[config.mk]
export PLATFORM = sky130hd
export DESIGN_NAME = mydesign_mult_arbiter
export DESIGN_NICKNAME = d
export VERILOG_FILES = /design/src/rtl/mydesign_mult_arbiter.sv
export SDC_FILE = /design/constraint.sdc
export NUM_CORES = 1
export LEC_CHECK = 0
export BUFFER_PORTS_ARGS = -buffer_cell sky130_fd_sc_hd__buf_2
export CORE_UTILIZATION = 39
export DETAILED_ROUTE_END_ITERATION = 16
export PLACE_DENSITY = 0.67
export SYNTH_ARGS = -nofsm -noshare
export SYNTH_HDL_FRONTEND = slang
export SYNTH_SLANG_ARGS = --single-unit
[constraint.sdc]
create_clock -name clk_ci -period 2.5 [get_ports clk_ci]
set_input_delay 0.125 -clock clk_ci [delete_from_list [all_inputs] [get_ports clk_ci]]
set_output_delay 0.125 -clock clk_ci [all_outputs]
set_load 0.005 [all_outputs]
[src/rtl/mydesign_mult_arbiter.sv]
// Round-robin arbiter that time-shares one combinational multiplier between N_REQ requesters.
// Operand stage A feeds the multiplier; response stage R holds the tagged product.
module mydesign_mult_arbiter #(
    parameter int N_IN  = 3,
    parameter int N_OUT = 6,
    parameter int N_REQ = 4,
    parameter int ID_W  = $clog2(N_REQ)
) (
    input  logic                  clk_ci,
    input  logic                  rst_ni,
    input  logic [N_REQ-1:0]      req_valid_i,
    output logic [N_REQ-1:0]      req_ready_o,
    input  logic [N_REQ*N_IN-1:0] req_a_i,
    input  logic [N_REQ*N_IN-1:0] req_b_i,
    output logic [N_IN-1:0]       mult_a_o,
    output logic [N_IN-1:0]       mult_b_o,
    input  logic [N_OUT-1:0]      mult_result_i,
    output logic                  rsp_valid_o,
    input  logic                  rsp_ready_i,
    output logic [N_OUT-1:0]      rsp_result_o,
    output logic [ID_W-1:0]       rsp_id_o,
    output logic                  busy_o,
    output logic [15:0]           op_count_o
);

    localparam int IDX_W = ID_W + 1;

    logic              a_valid_q, a_valid_d;
    logic [N_IN-1:0]   a_op_a_q, a_op_a_d;
    logic [N_IN-1:0]   a_op_b_q, a_op_b_d;
    logic [ID_W-1:0]   a_id_q, a_id_d;
    logic              r_valid_q, r_valid_d;
    logic [N_OUT-1:0]  r_result_q, r_result_d;
    logic [ID_W-1:0]   r_id_q, r_id_d;
    logic [ID_W-1:0]   rr_q, rr_d;
    logic [15:0]       cnt_q, cnt_d;

    logic              r_accept_s;
    logic              a_adv_s;
    logic              a_accept_s;
    logic              found_s;
    logic              hs_s;
    logic [ID_W-1:0]   win_s;
    logic [IDX_W-1:0]  idx_s;
    logic [N_IN-1:0]   sel_a_s;
    logic [N_IN-1:0]   sel_b_s;
    logic [N_REQ-1:0]  ready_s;

    assign r_accept_s = ~r_valid_q | rsp_ready_i;
    assign a_adv_s    = a_valid_q & r_accept_s;
    assign a_accept_s = ~a_valid_q | a_adv_s;
    assign hs_s       = a_accept_s & found_s;

    // Round-robin search starting at rr_q, wrapping modulo N_REQ.
    always_comb begin
        found_s = 1'b0;
        win_s   = '0;
        idx_s   = '0;
        for (int i = 0; i < N_REQ; i++) begin
            idx_s = {1'b0, rr_q} + IDX_W'(i);
            if (idx_s >= IDX_W'(N_REQ)) begin
                idx_s = idx_s - IDX_W'(N_REQ);
            end else begin
                idx_s = idx_s;
            end
            if (!found_s && req_valid_i[idx_s[ID_W-1:0]]) begin
                found_s = 1'b1;
                win_s   = idx_s[ID_W-1:0];
            end else begin
                found_s = found_s;
            end
        end
    end

    // Winner operand mux and one-hot grant vector.
    always_comb begin
        sel_a_s = '0;
        sel_b_s = '0;
        ready_s = '0;
        for (int i = 0; i < N_REQ; i++) begin
            sel_a_s    = (win_s == ID_W'(i)) ? req_a_i[i*N_IN +: N_IN] : sel_a_s;
            sel_b_s    = (win_s == ID_W'(i)) ? req_b_i[i*N_IN +: N_IN] : sel_b_s;
            ready_s[i] = hs_s & (win_s == ID_W'(i));
        end
    end

    // Next-state for both pipeline stages, pointer and delivery counter.
    always_comb begin
        a_valid_d  = a_valid_q;
        a_op_a_d   = a_op_a_q;
        a_op_b_d   = a_op_b_q;
        a_id_d     = a_id_q;
        r_valid_d  = r_valid_q;
        r_result_d = r_result_q;
        r_id_d     = r_id_q;
        rr_d       = rr_q;
        cnt_d      = cnt_q;

        if (a_accept_s) begin
            a_valid_d = found_s;
        end else begin
            a_valid_d = a_valid_q;
        end

        if (hs_s) begin
            a_op_a_d = sel_a_s;
            a_op_b_d = sel_b_s;
            a_id_d   = win_s;
            rr_d     = (win_s == ID_W'(N_REQ - 1)) ? {ID_W{1'b0}} : win_s + ID_W'(1);
        end else begin
            rr_d = rr_q;
        end

        if (r_accept_s) begin
            r_valid_d = a_valid_q;
        end else begin
            r_valid_d = r_valid_q;
        end

        if (a_adv_s) begin
            r_result_d = mult_result_i;
            r_id_d     = a_id_q;
        end else begin
            r_result_d = r_result_q;
        end

        if (r_valid_q && rsp_ready_i) begin
            cnt_d = cnt_q + 16'd1;
        end else begin
            cnt_d = cnt_q;
        end
    end

    // State registers; reset drops every in-flight operation.
    always_ff @(posedge clk_ci or negedge rst_ni) begin
        if (!rst_ni) begin
            a_valid_q  <= 1'b0;
            a_op_a_q   <= '0;
            a_op_b_q   <= '0;
            a_id_q     <= '0;
            r_valid_q  <= 1'b0;
            r_result_q <= '0;
            r_id_q     <= '0;
            rr_q       <= '0;
            cnt_q      <= 16'd0;
        end else begin
            a_valid_q  <= a_valid_d;
            a_op_a_q   <= a_op_a_d;
            a_op_b_q   <= a_op_b_d;
            a_id_q     <= a_id_d;
            r_valid_q  <= r_valid_d;
            r_result_q <= r_result_d;
            r_id_q     <= r_id_d;
            rr_q       <= rr_d;
            cnt_q      <= cnt_d;
        end
    end

    assign req_ready_o  = ready_s;
    assign mult_a_o     = a_op_a_q;
    assign mult_b_o     = a_op_b_q;
    assign rsp_valid_o  = r_valid_q;
    assign rsp_result_o = r_result_q;
    assign rsp_id_o     = r_id_q;
    assign busy_o       = a_valid_q | r_valid_q;
    assign op_count_o   = cnt_q;

endmodule

# == Yosys cells after proc, flatten, opt, wreduce, memory -nomap -nowiden ==
# Index checks and enable logic that the tools add are counted.
# totals
out_inout_bits,36
word_cells,77
register_bits,36
# classes
addsub,9
muxes,29
bitwise_logic,11
n_eq_ne,3
n_reduce_logical,8
magnitude_cmp,8
# ops
operator,n
2-to-1 mux 3 bit,8
2-to-1 mux 2 bit,9
"adder 16 x 1 -> 16 bit, second input constant",1
"less-than comparator 2 x 3 -> 1 bit, second input constant",4
">= comparator 3 bit, second input constant",3
binary-select mux 1 bit (select 2 bit),4
2-to-1 mux 1 bit,8
"subtractor 2 x 1 -> 2 bit, second input constant",4
"adder 2 x 2 -> 3 bit, second input constant",2
bitwise AND 1 bit,6
"== test 2 bit, second input constant",2
logical AND 1 bit,4
"adder 2 x 1 -> 3 bit, second input constant",1
">= comparator 2 x 3 -> 1 bit, second input constant",1
zero test 1 bit,3
bitwise OR 1 bit,3
"adder 2 x 1 -> 2 bit, second input constant",1
"== test 2 x 1 -> 1 bit, second input constant",1
zero test 2 bit,1
NOT 1 bit,2

# == Depth between registers and ports, before layout ==
# Gate-level depths: netlist of the first run.
# depth
ltp_word,19
depth_mapped,10
ltp_nobuf,9

# == Worst setup path after synthesis of the first run ==
# No wires, ideal clock.
# synth_path
path_kind,register -> register
startpoint,reg rr_q[1]
endpoint,"reg a_op_b_q[1], in the netlist mult_b_o[1]"
stages_incl_launch_ff,11
synth_period_minus_slack_ns,2.122
path_slack_ns,0.378
required_ns,2.374
path_buffers,1
t_arrival_ns,1.996
path_cell_list,dfrtp_1 > mux2i_1 > nor2_1 > nor4_1 > inv_1 > ha_1 > clkbuf_1 > a21oi_1 > o21ai_0 > a22oi_1 > a21oi_1
# synth_via
elab_chain_cells,19
elab_cells_between_ends,46
cone_classes,add/sub: 7; order compare: 4; eq/ne: 3; mux: 24; bitwise: 1; reduce/logical: 7
# synth_rtl
item,line_no,rtl
"start, declared",35,"logic [ID_W-1:0] rr_q, rr_d;"
"start signal, assigned",154,rr_q <= rr_d;
branches (longest 13 deep; another with adder 2 x 1 -> 3 bit),--,
2-to-1 mux 2 bit *,66,if (!found_s && req_valid_i[idx_s[ID_W-1:0]]) begin
named net win_s[0],43,logic [ID_W-1:0] win_s;
zero test 2 bit,82,sel_b_s = (win_s == ID_W'(i)) ? req_b_i[i*N_IN +: N_IN] : sel_b_s;
2-to-1 mux 3 bit (3 in series),82,
2-to-1 mux 3 bit *,82,
"end signal, assigned",149,a_op_b_q <= a_op_b_d;
"end, declared",30,"logic [N_IN-1:0] a_op_b_q, a_op_b_d;"
# Mark *: on every way through the listed nets, which the timed path passes. The select of a mux whose other input is x is not followed.
# A chain may end at the register's enable or synchronous reset.

# == Final worst setup path of the first run ==
# layout_path
startpoint,reg rr_q[1]
endpoint,out req_ready_o[1]
# layout_via
elab_chain_cells,16
elab_cells_between_ends,40
cone_classes,add/sub: 7; order compare: 4; eq/ne: 1; mux: 20; bitwise: 2; reduce/logical: 6
# layout_rtl
item,line_no,rtl
branches (longest 13 deep; another with adder 2 x 1 -> 3 bit),--,
2-to-1 mux 2 bit *,66,
named net win_s[0],43,
== test 2 x 1 -> 1 bit *,83,ready_s[i] = hs_s & (win_s == ID_W'(i));
bitwise AND 1 bit *,83,
"end, declared",12,"output logic [N_REQ-1:0] req_ready_o,"
# Marks and branches as above.

==> results.sh, run 1 <==
export IMPL_status="complete, but fails checks"
export IMPL_violations="DRC"
export IMPL_period_minus_slack_ns=2.30
export IMPL_syn_inst=178
export IMPL_synthDistinctLibCells=33
export IMPL_antenna_found_initial=0
export IMPL_fin_nets=297
export IMPL_worstPathArrival_ns=2.18
export IMPL_antenna_left=0
export IMPL_drc_errors=7
export IMPL_cts_sinks=36
export IMPL_slew_headroom=0.478
export IMPL_timing_final_crit_share=0.921
export IMPL_root_buffer="clkbuf_8"
export IMPL_synth_area_um2=1850
export IMPL_numCtsBuffers=5
export IMPL_yosys_warnings=0
export IMPL_port_buffers=72
export IMPL_path_class="reg2out"
export IMPL_first_pass_iters=11
export IMPL_grt_overflow=0
export IMPL_endpoint_kind="primary output"
export IMPL_async_reset_ff_frac=1.00
export IMPL_coreArea_um2=4470
export IMPL_syn_area_per_cell_um2=10.4
export IMPL_crit_path_start_kind="flop"
export IMPL_io_pins=73
export IMPL_avgViaCountPerCell=4.96
export IMPL_power_w=0.00210
export IMPL_grt_pass1_wl_mm=6.08
export IMPL_power_density_nw_per_um2=879
export IMPL_peakVddDrop_mv=0.304
export IMPL_tns_ns=0
export IMPL_syn_to_final_growth_pct=28.7
export IMPL_multi_input_area_um2=891
export IMPL_drt_total_wl_mm=3.76
export IMPL_synth_edf_count=0
export IMPL_rsz0062_at_grt="no"
export IMPL_fillers=418
export IMPL_fp_dieH_um=71.0
export IMPL_cts_clk_slew_worst_paths_ns=0.07
export IMPL_holdCritPathClass="in2reg"
export IMPL_place_congestion=0.775
export IMPL_clock_latency_ns=0.29
export IMPL_syn_nets=220
export IMPL_clock_skew_ns=0.00329
export IMPL_chipWidth_um=71.0
export IMPL_seq_area_um2=901
export IMPL_initial_utilization=0.414
export IMPL_fin_area_um2=2390
export IMPL_ys_seq_area_frac=0.486
export IMPL_crit_chain="mux2i_1 -> nor2_1 -> nor4_1 -> buf_4 -> ha_1 -> and2_1 -> buf_2"
export IMPL_htree_levels=2
export IMPL_slowest_delay_ns=0.42
export IMPL_critPathRequiredTime_ns=2.38
export IMPL_wl_per_cell_um=12.2
export IMPL_slew_viol_final=0
export IMPL_cap_violations=0
export IMPL_ys_flop_type="dfrtp_1"
export IMPL_clock_tree_buffer_depth=2
export IMPL_antenna_cells=0
export IMPL_hold_viol=0
export IMPL_finalSetupViolations=0
export IMPL_crit_slowest_cell="dfrtp_1"
export IMPL_p_leak_nw=1.21
export IMPL_worstMarginPinSlew_ns=0.782
export IMPL_max_freq_mhz=434
export IMPL_drive_above_1_share=0.402
export IMPL_cts_tree="yes"
export IMPL_critPathMaxFanout=13
export IMPL_dr_total_vias=1527
export IMPL_rows=24
export IMPL_drt_iter0_markers=57
export IMPL_dp_hpwl_mm=2.81
export IMPL_die_area_um2=5030
export IMPL_dpl_cell_area_um2=2270
export IMPL_track_usage=0.158
export IMPL_ys_ff_latch=36
export IMPL_grt_max_degree=37
export IMPL_grt_pass1_vias=1397
[power by group]
part	internal (W)	total, W	switching [W]	leakage, nW
Sequential	0.000733	0.000873	0.000140	0.439
Combinational	0.000372	0.000720	0.000348	0.719
Clock	0.000296	0.000506	0.000210	0.0552
Total	0.00140	0.00210	0.000698	1.21
[cell usage in the layout (no fill, tap or decap), types with 2 or more instances in the layout]
master    netlist  layout
buf_2           1      72
nand3_1         7       7
buf_4           0       2
and2_1          4       4
nor4_4          2       2
mux2_2         10      10
mux2_4          2       2
ha_1            5       4
o21ai_0         7       7
and3_1          4       4
xor2_1          5       5
xnor2_1        10      10
nand2b_1        3       3
nor2_1         11      11
nand2_1        15      15
a21oi_1        22      22
nor3_1          2       2
a22oi_1         6       6
inv_1          10      10
dfrtp_1        36      36
clkbuf_8        0       5
[path summary, 6_finish.rpt]
kind / end / slack [ns] / cells past startpoint / startpoint
min in group asynchronous: op_count_o[13] / 0.46 / 2 / rst_ni
max in group asynchronous: mult_a_o[1] / 1.55 / 2 / rst_ni
max reg2reg: mult_a_o[1] / 0.35 / 9 / rr_q[1]
min reg2reg: op_count_o[15] / 0.48 / 1 / op_count_o[15]
max: req_ready_o[1] / 0.20 / 7 / rr_q[1]
min: rsp_result_o[1] / 0.07 / 2 / mult_result_i[1]
[synthesized netlist by cell type (2+ instances only)]
library cell	instances	area (um^2)
xor2_1	5	43.8
a21oi_1	22	110
dfrtp_1	36	901
nor4_4	2	42.5
nand2_1	15	56.3
inv_1	10	37.5
a22oi_1	6	45.0
nor3_1	2	10.0
mux2_4	2	30.0
nand2b_1	3	18.8
xnor2_1	10	87.6
o21ai_0	7	35.0
and2_1	4	25.0
mux2_2	10	113
clkbuf_1	3	11.3
ha_1	5	62.6
nor2_1	11	41.3
and3_1	4	25.0
nand3_1	7	35.0
[per-stage QoR]
step                worst slack, ns  hold WS (ns)   util  cells
global placement              0.422         0.264  0.507    299
finish                        0.197        0.0656  0.534    308
floorplan                     0.378        -0.171      -    178
detailed placement            0.371         0.264  0.507    299
global route                0.00605        0.0601  0.534    308
CTS                           0.120        0.0576  0.533    308
[layout make-up]
class | instances | share of cell area
Clock buffer | 6 | 0.0304
Inverter | 10 | 0.0157
Multi-Input combinational cell | 127 | 0.373
Clock inverter | 2 | 0.0147
Timing Repair Buffer | 75 | 0.161
Tap cell | 52 | 0.0273
Sequential cell | 36 | 0.377
[per-layer routing]
layer	vias up	routed length (um)	track usage
li1	763	-	-
met1	716	1650	0.194
met5	-	0	0
met4	0	100	0.0956
met3	9	140	0.0256
met2	39	1870	0.262
[repair_timing]
item,4_1_cts,5_1_grt
endpoints found under the hold margin,36,0
resized for setup,0,1
setup endpoints to repair,0,1
hold buffers,1,0
setup buffers,0,0
[sequential cells by signal, summed over array words and instances (netlist names)]
signal / flops
rsp_id_o: 2
op_count_o: 16
mult_a_o: 3
a_id_q: 2
a_valid_q: 1
rsp_valid_o: 1
rsp_result_o: 6
mult_b_o: 3
rr_q: 2
[critical path: cells and delay by family, from the launching register on]
kind | cells | cell delay [ns]
AND/OR/NAND/NOR | 3 | 0.61
multiplexers | 1 | 0.20
buffers and inverters | 2 | 0.28
flip-flops | 1 | 0.42
adder cells (fa/ha/maj) | 1 | 0.37
[kinds of logic after synthesis]
kind of cell / share of synthesized area
adders and majority gates: 0.0337
muxes: 0.0823
xor gates and xnor gates: 0.0708
and+or+nand+nor: 0.179
buffers and inverters: 0.0351
AOI/OAI and AO/OA: 0.113
DFF: 0.486
Note: power is estimated with default switching activity, not from simulation.
==> run 2, diff against run 1 <==
- HOLD_SLACK_MARGIN: not set -> 0.15
- SLEW_MARGIN: not set -> 15
==> run 2 against run 1 <==
  * Clock skew about the same
  * Critical path type unchanged
  * Maximum frequency is essentially flat
  * Largest power group unchanged
  * The run still ends with DRC left
  * Critical endpoint unchanged
  * Sequential share of layout area down 1.2 points
  * Sequential power about the same
  * Hold slack improved by 0.093 ns
==> results.sh, run 2 (synthesis results as in run 1) <==
export IMPL_power_density_nw_per_um2=855
export IMPL_dp_cells=299
export IMPL_dp_hpwl_mm=2.81
export IMPL_p_leak_nw=1.25
export IMPL_track_usage=0.163
export IMPL_drt_total_wl_mm=3.88
export IMPL_antenna_left=0
export IMPL_stdcell_count=316
export IMPL_crit_slowest_cell="dfrtp_1"
export IMPL_hold_worst_slack_ns=0.158
export IMPL_slew_headroom=0.478
export IMPL_largest_reg_flops=16
export IMPL_io_pins=73
export IMPL_tns_ns=0
export IMPL_numCtsBuffers=5
export IMPL_rsz0062_at_grt="no"
export IMPL_cap_violations=0
export IMPL_grt_busiest_layer="met2"
export IMPL_holdCritPathClass="in2reg"
export IMPL_root_buffer="clkbuf_8"
export IMPL_cts_setup_buffers=0
export IMPL_period_minus_slack_ns=2.30
export IMPL_critPathMaxFanout=13
export IMPL_final_common_cell="buf_2"
export IMPL_hold_viol=0
export IMPL_critPathRequiredTime_ns=2.38
export IMPL_grt_use_met1=0.195
export IMPL_cts_clk_slew_worst_paths_ns=0.07
export IMPL_fp_dieH_um=71.0
export IMPL_grt_pass1_wl_mm=6.31
export IMPL_dr_total_vias=1559
export IMPL_clock_skew_ns=0.00357
export IMPL_violations="DRC"
export IMPL_use_met2=0.279
export IMPL_die_area_um2=5030
export IMPL_crit_chain="mux2i_1 -> nor2_1 -> nor4_1 -> buf_4 -> ha_1 -> and2_1 -> buf_2"
export IMPL_drc_errors=7
export IMPL_clock_tree_buffer_depth=2
export IMPL_crit_path_start_kind="flop"
export IMPL_initial_utilization=0.414
export IMPL_avgViaCountPerCell=4.93
export IMPL_wl_per_cell_um=12.3
export IMPL_drt_iter0_markers=61
export IMPL_clock_latency_ns=0.29
export IMPL_htree_levels=2
export IMPL_grt_max_degree=37
export IMPL_antenna_found_initial=0
export IMPL_finalSetupViolations=0
export IMPL_grt_pass1_vias=1478
export IMPL_fillers=403
export IMPL_cts_sinks=36
export IMPL_grt_overflow=0
export IMPL_place_congestion=0.775
export IMPL_antenna_cells=0
export IMPL_multi_input_area_um2=891
export IMPL_slew_viol_final=0
export IMPL_path_class="reg2out"
export IMPL_use_met3=0.0256
export IMPL_status="complete, but fails checks"
export IMPL_first_pass_iters=11
export IMPL_worstPathArrival_ns=2.18
export IMPL_rows=24
export IMPL_port_buffers=72
export IMPL_worstMarginPinSlew_ns=0.782
export IMPL_seq_area_um2=901
export IMPL_coreArea_um2=4470
export IMPL_syn_to_final_growth_pct=33.1
export IMPL_max_freq_mhz=434
export IMPL_mostFrequentLayoutCells="buf_2 (72), dfrtp_1 (36), a21oi_1 (22)"
export IMPL_timing_final_crit_share=0.921
export IMPL_cts_tree="yes"
export IMPL_drive_above_1_share=0.390
export IMPL_endpoint_kind="primary output"
export IMPL_fin_nets=305
export IMPL_chipWidth_um=71.0
export IMPL_peakVddDrop_mv=0.304
export IMPL_slowest_delay_ns=0.42
-- run 2: changes by cell type in the layout (fill, tap and decap cells not counted), sizes merged --
cell	before	now
dlygate4sd3	1	9
-- run 2: critical path: cells and delay by family, from the launching register on --
kind          cells  cell delay [ns]
mux               1             0.20
fa+ha+maj         1             0.37
simple gates      3             0.61
flops             1             0.42
buf+inv           2             0.28
-- run 2: metrics by stage --
step	setup slack (ns)	cell area, um^2	utilization	power, W
3_5_place_dp	0.371	2270	0.507	0.00161
4_1_cts	0.120	2460	0.551	0.00214
6_report	0.197	2470	0.551	0.00211
3_3_place_gp	0.422	2270	0.507	0.00160
2_1_floorplan	0.378	1850	-	0.00133
5_1_grt	0.00605	2470	0.551	0.00226
-- run 2: routing by layer --
metal	part of all wire	up-vias	routed length, um
li1	-	779	-
met1	0.43	732	1690
met2	0.51	39	1960
met3	0.034	9	132
met4	0.026	0	100
met5	0	-	0
-- run 2: layout make-up --
cell class                      count  area share
Clock inverter                      2      0.0142
Inverter                           10      0.0152
Clock buffer                        6      0.0294
Sequential cell                    36       0.365
Multi-Input combinational cell    127       0.361
Tap cell                           52      0.0264
Timing Repair Buffer               83       0.189
-- run 2: repair_timing --
action	in CTS	in global routing
setup endpoints to repair	0	1
resized for setup	0	1
hold buffers	9	0
endpoints found under the hold margin	43	0
-- run 2: report_power, final --
part / internal (W) / total [W] / switching, W
combinational: 0.000379 / 0.000730 / 0.000351
clock: 0.000296 / 0.000506 / 0.000210
sequential: 0.000734 / 0.000873 / 0.000140
-- run 2: path summary, 6_finish.rpt --
| kind | startpoint | end | slack (ns) | cells after the start |
|---|---|---|---|---|
| max | rr_q[1] | req_ready_o[1] | 0.20 | 7 |
| min | req_b_i[10] | mult_b_o[1] | 0.16 | 3 |
| max reg2reg | rr_q[1] | mult_a_o[1] | 0.35 | 9 |
| min reg2reg | op_count_o[15] | op_count_o[15] | 0.48 | 1 |
| max in group asynchronous | rst_ni | mult_a_o[0] | 1.55 | 2 |
| min in group asynchronous | rst_ni | op_count_o[13] | 0.45 | 2 |
